## config.mk

```make
export PLATFORM = sky130hd
export DESIGN_NAME = uart_tx_packet_fifo
export DESIGN_NICKNAME = d
export VERILOG_FILES = /design/src/rtl/uart_tx_packet_fifo.sv
export SDC_FILE = /design/constraint.sdc
export NUM_CORES = 2
export LEC_CHECK = 0
export CORE_MARGIN = 1
export CORE_UTILIZATION = 50
export DETAILED_ROUTE_END_ITERATION = 10
export PLACE_DENSITY = 0.73
export RECOVER_POWER = 50
export SLEW_MARGIN = 20
export SYNTH_ARGS = -nofsm -noshare
export SYNTH_HDL_FRONTEND = slang
export SYNTH_SLANG_ARGS = --single-unit
```

## constraint.sdc

```tcl
create_clock -name clk -period 5.6 [get_ports clk]
set_input_delay 1.4 -clock clk [delete_from_list [all_inputs] [get_ports clk]]
set_output_delay 1.4 -clock clk [all_outputs]
set_load 0.03 [all_outputs]
```

## src/rtl/uart_tx_packet_fifo.sv

```systemverilog
// Packet-committing 32b->8b FWFT FIFO: first byte visible 2 cycles after the last word of a packet is written.
// Backpressure: s_ready drops while storage is full; oversize packets are dropped; an empty gap follows each packet.
module uart_tx_packet_fifo #(
    parameter int DEPTH_WORDS = 64,
    parameter int GAP_CYCLES  = 20000
) (
    input  logic        clk,
    input  logic        rst,
    input  logic [31:0] s_word,
    input  logic        s_valid,
    input  logic        s_last,
    output logic        s_ready,
    output logic [7:0]  m_data,
    output logic        m_valid,
    input  logic        m_rd_en,
    output logic        drop_pulse
);
    localparam int ADDR_W = $clog2(DEPTH_WORDS);
    localparam int GAP_W  = (GAP_CYCLES > 0) ? $clog2(GAP_CYCLES + 1) : 1;
    localparam logic [ADDR_W:0]  FULL_COUNT = (ADDR_W + 1)'(DEPTH_WORDS);
    localparam logic [ADDR_W:0]  PTR_ONE    = (ADDR_W + 1)'(1);
    localparam logic [GAP_W-1:0] GAP_LOAD   = GAP_W'(GAP_CYCLES);
    localparam logic [GAP_W-1:0] GAP_ONE    = GAP_W'(1);

    typedef enum logic {W_ACCEPT, W_DISCARD} w_state_t;
    typedef enum logic [1:0] {R_EMPTY, R_SEND, R_GAP} r_state_t;

    logic [32:0]       r_mem [DEPTH_WORDS];
    logic [ADDR_W:0]   r_wr_ptr;
    logic [ADDR_W:0]   r_commit_ptr;
    logic [ADDR_W:0]   r_rd_ptr;
    logic [31:0]       r_hold;
    logic              r_hold_last;
    logic [1:0]        r_byte_idx;
    logic [GAP_W-1:0]  r_gap_cnt;
    logic              r_drop;
    w_state_t          r_w_state;
    r_state_t          r_r_state;

    logic [ADDR_W:0]   w_used;
    logic              w_full;
    logic              w_oversize;
    logic              w_wr_acc;
    logic              w_commit_avail;
    logic [32:0]       w_mem_rd;

    assign w_used         = r_wr_ptr - r_rd_ptr;
    assign w_full         = (w_used == FULL_COUNT);
    // Storage full of one uncommitted packet: it can never drain, so it must be thrown away.
    assign w_oversize     = (r_w_state == W_ACCEPT) && w_full && (r_commit_ptr == r_rd_ptr) && s_valid;
    assign w_wr_acc       = (r_w_state == W_ACCEPT) && s_valid && !w_full;
    assign w_commit_avail = (r_rd_ptr != r_commit_ptr);
    assign w_mem_rd       = r_mem[r_rd_ptr[ADDR_W-1:0]];

    assign s_ready    = (r_w_state == W_DISCARD) || !w_full || w_oversize;
    assign m_valid    = (r_r_state == R_SEND);
    assign drop_pulse = r_drop;

    always_comb begin
        m_data = 8'h00;
        case (r_byte_idx)
            2'd0:    m_data = r_hold[31:24];
            2'd1:    m_data = r_hold[23:16];
            2'd2:    m_data = r_hold[15:8];
            default: m_data = r_hold[7:0];
        endcase
    end

    always_ff @(posedge clk) begin
        if (w_wr_acc) begin
            r_mem[r_wr_ptr[ADDR_W-1:0]] <= {s_last, s_word};
        end
    end

    always_ff @(posedge clk) begin
        if (rst) begin
            r_wr_ptr     <= '0;
            r_commit_ptr <= '0;
            r_drop       <= 1'b0;
            r_w_state    <= W_ACCEPT;
        end else begin
            r_drop <= 1'b0;
            case (r_w_state)
                W_ACCEPT: begin
                    if (w_oversize) begin
                        r_wr_ptr <= r_commit_ptr;
                        r_drop   <= 1'b1;
                        if (!s_last) begin
                            r_w_state <= W_DISCARD;
                        end
                    end else if (w_wr_acc) begin
                        r_wr_ptr <= r_wr_ptr + PTR_ONE;
                        if (s_last) begin
                            r_commit_ptr <= r_wr_ptr + PTR_ONE;
                        end
                    end
                end
                W_DISCARD: begin
                    if (s_valid && s_last) begin
                        r_w_state <= W_ACCEPT;
                    end
                end
                default: r_w_state <= W_ACCEPT;
            endcase
        end
    end

    always_ff @(posedge clk) begin
        if (rst) begin
            r_rd_ptr    <= '0;
            r_hold      <= '0;
            r_hold_last <= 1'b0;
            r_byte_idx  <= 2'd0;
            r_gap_cnt   <= '0;
            r_r_state   <= R_EMPTY;
        end else begin
            case (r_r_state)
                R_EMPTY: begin
                    if (w_commit_avail) begin
                        r_hold      <= w_mem_rd[31:0];
                        r_hold_last <= w_mem_rd[32];
                        r_rd_ptr    <= r_rd_ptr + PTR_ONE;
                        r_byte_idx  <= 2'd0;
                        r_r_state   <= R_SEND;
                    end
                end
                R_SEND: begin
                    if (m_rd_en) begin
                        r_byte_idx <= r_byte_idx + 2'd1;
                        if (r_byte_idx == 2'd3) begin
                            if (r_hold_last) begin
                                r_gap_cnt <= GAP_LOAD;
                                r_r_state <= (GAP_CYCLES == 0) ? R_EMPTY : R_GAP;
                            end else if (w_commit_avail) begin
                                // Chain straight into the next word so the packet has no bubble.
                                r_hold      <= w_mem_rd[31:0];
                                r_hold_last <= w_mem_rd[32];
                                r_rd_ptr    <= r_rd_ptr + PTR_ONE;
                            end else begin
                                r_r_state <= R_EMPTY;
                            end
                        end
                    end
                end
                R_GAP: begin
                    r_gap_cnt <= r_gap_cnt - GAP_ONE;
                    if (r_gap_cnt <= GAP_ONE) begin
                        r_r_state <= R_EMPTY;
                    end
                end
                default: r_r_state <= R_EMPTY;
            endcase
        end
    end
endmodule
```

==> metrics.txt <==
status=finished with violations; failing checks=max-capacitance violations, max-slew violations; flop2flop setup slack=between 1 and 1.5 ns; leading area contributor after synthesis=edfxtp_1; Vias=a little over 40k; GRT Total Usage=24.1%; Die X=roughly 410 µm; area of the die=0.170 mm²; Top Ports=48; Final setup viols=0; Leakage=between 20 and 30 nW; Final Critical Period=5.36 ns; Max-Cap Viols=36; synth top area cells=edfxtp_1, mux4_2, dfxtp_1; wire per inst=approximately 32 µm; asr flop ratio synth=0%; Critical Path Sink Type=output pin; Critical Path RT=around 4.2 ns; count of final max-slew check failures=between 2k and 2.5k; crit path launch type=flop; Placer Congestion=approximately 0.85; Critical R2R Capture=r_mem[56][7]$_DFFE_PP_; YS warnings=0; Core Area=roughly 0.17 mm²; Antenna Nets Post-Route=0; Post-synth top cells=edfxtp_1, mux4_2, mux2i_1; fmax=between 150 and 200 MHz; CP endpoint=s_ready; initial DRC count=5476; crit-path most repeated cell=or3_1; pwr dens=392 mW/mm²; setup repair bufs after CTS=0; hold buffers post-CTS=0; crit-path cells=ha_1, xor2_1, nor2_1, mux2i_1, or3_1, or3_1, a211o_1, clkdlybuf4s50_1; final instance area=0.0950 mm²; standard-cell rows=150; PostCTS Resize Cnt=0; area share of the largest cell type after synthesis=75.3%; Worst Hold Class=flop to flop; Remaining DRCs=0; register bit total from synthesis=between 2k and 2.5k; r2r startpoint=r_wr_ptr[4]$_SDFFE_PP0P_; Mean Syn Cell Area=between 20 and 25 µm²; Worst path slowest cell=clkdlybuf4s50_1; Layout Skew=about 0.037 ns; clk_lat worst skew=between 0.8 and 0.9 ns; Final period util=about 96%; Critical Path Fanout Max=12; CP Launch Point=r_wr_ptr[4]$_SDFFE_PP0P_; Least-Margin Pin Slew=~3.6 ns; Synth Instances=3689; Layout Nets=about 4.0k; area of the mapped netlist=0.0843 mm²; HPWL Detailed=between 100 and 150 mm; ratio of cells with drive above 1 in the final layout=roughly 28%; Worst Hold Slack=~0.46 ns; slew margin rel.=-141%; Syn Nets=between 3k and 4k; chip height=412 µm; vias per cell=approximately 6.4; Placement Cell Area=0.0884 mm²; Distinct cells, synth=between 70 and 80; CTS root buffer=clkbuf_16; starting density of the core=around half; routed wire length=between 200 and 250 mm; register area share after synthesis=a little under 80%; Layout area overhead=12.8%; Crit path largest cell delay=around 0.6 ns; Register-to-Register Path Depth=10; WS Path Type=flop to output pin; gr ovfl total=0; EDFF count, synth=2112; Port Buffers=47; TritonCTS clock tree=built; setup TNS=0 ns; vias in the first global route=around 41k; most common cell in the synthesized netlist=edfxtp_1; final hold viol count=0; clk sinks=between 2k and 2.5k; Arr. time, crit path=3.96 ns; Clock Path Buffers=3; TritonCTS buffer count=just over 200; drt first pass iters=8; initial antenna violation count=16; first-pass GRT wire length=around 290 mm; main flop type after synthesis=edfxtp_1; clk slew on worst S/H paths=about 0.060 ns; H-Tree Depth=4; largest net degree at the start of global routing=between 100 and 150; RSZ-0062 raised after global routing=false; Max IR drop VDD=about 0.36 mV
## registers in the layout, summed over array words and instances (netlist names), named ones only
name	cells
r_mem	2112
r_hold	32
r_gap_cnt	15
r_commit_ptr	7
r_rd_ptr	7
r_wr_ptr	7
r_byte_idx	2
r_r_state	2
drop_pulse	1
r_hold_last	1
r_w_state	1
## critical path, delay by kind of cell, from the launching register on
| family | cells | cell delay, ns |
|---|---|---|
| compound gates | 1 | 0.32 |
| fa+ha+maj | 1 | 0.36 |
| simple gates | 3 | 1.01 |
| buf+inv | 1 | 0.61 |
| flops | 1 | 0.59 |
| mux | 1 | 0.08 |
| xor+xnor | 1 | 0.16 |
## worst min-delay path by stage
stage	cells past startpoint	slack [ns]	endpoint	start
3_3_place_gp	2	0.44	r_hold[22]$_SDFFE_PP0P_	r_hold[22]$_SDFFE_PP0P_
2_1_floorplan	2	0.42	r_hold[16]$_SDFFE_PP0P_	r_hold[16]$_SDFFE_PP0P_
4_1_cts	2	0.46	r_hold[20]$_SDFFE_PP0P_	r_hold[20]$_SDFFE_PP0P_
5_1_grt	2	0.49	r_hold[14]$_SDFFE_PP0P_	r_hold[14]$_SDFFE_PP0P_
6_report	2	0.46	r_hold[20]$_SDFFE_PP0P_	r_hold[20]$_SDFFE_PP0P_
3_5_place_dp	2	0.44	r_hold[20]$_SDFFE_PP0P_	r_hold[20]$_SDFFE_PP0P_
## kinds of logic after synthesis
group           share of synthesized area (%)
xor+xnor                                0.355
compound gates                           1.62
buf+inv                                  1.27
simple gates                             1.77
flops                                    77.2
fa+ha+maj                               0.208
mux                                      17.6
## stage by stage
step	cells	setup WS [ns]	total power, mW	utilization (%)
6_report	6295	0.236	37.2	56.8
5_1_grt	6290	0.0931	38.3	56.8
4_1_cts	6288	0.147	37.4	56.9
3_5_place_dp	5911	1.04	23.6	52.9
3_3_place_gp	5910	1.08	23.6	52.9
2_1_floorplan	3689	1.53	21.8	-
## layout make-up
type | count | area [µm²]
Fill cell | 11700 | 72200
Sequential cell | 2193 | 65100
Multi-Input combinational cell | 1271 | 18600
Clock buffer | 254 | 5530
Tap cell | 2204 | 2760
Timing Repair Buffer | 216 | 1760
Clock inverter | 123 | 1240
Inverter | 29 | 109
Antenna cell | 5 | 12.5
## where the power goes
part | total, mW | internal, mW | switching, mW
logic | 4.79 | 2.08 | 2.71
registers | 18.5 | 18.3 | 0.244
clock network | 13.9 | 7.97 | 5.98
total | 37.2 | 28.3 | 8.93
## metal layers
metal  vias to the layer above  wire [µm]  global-route usage, %
met1                     21500      76800                   32.8
met4                        14       6530                   7.66
met2                      2246      97900                   38.1
li1                      16100          -                      -
met3                       399      21300                   6.34
met5                         -         92                      0
## cell usage in the layout, fill, tap and decap left out, types with 28 or more instances in the layout
| cell | n |
|---|---|
| clkbuf_1 | 69 |
| mux4_2 | 593 |
| dfxtp_1 | 77 |
| clkinv_1 | 44 |
| edfxtp_1 | 2112 |
| inv_1 | 28 |
| nor2_4 | 64 |
| a22oi_1 | 82 |
| nor2_1 | 36 |
| nand2_1 | 79 |
| clkbuf_16 | 209 |
| clkinv_2 | 39 |
| nand3_1 | 61 |
| mux2i_1 | 143 |
| buf_4 | 113 |
No activity file was read; power rests on OpenSTA's default activity.
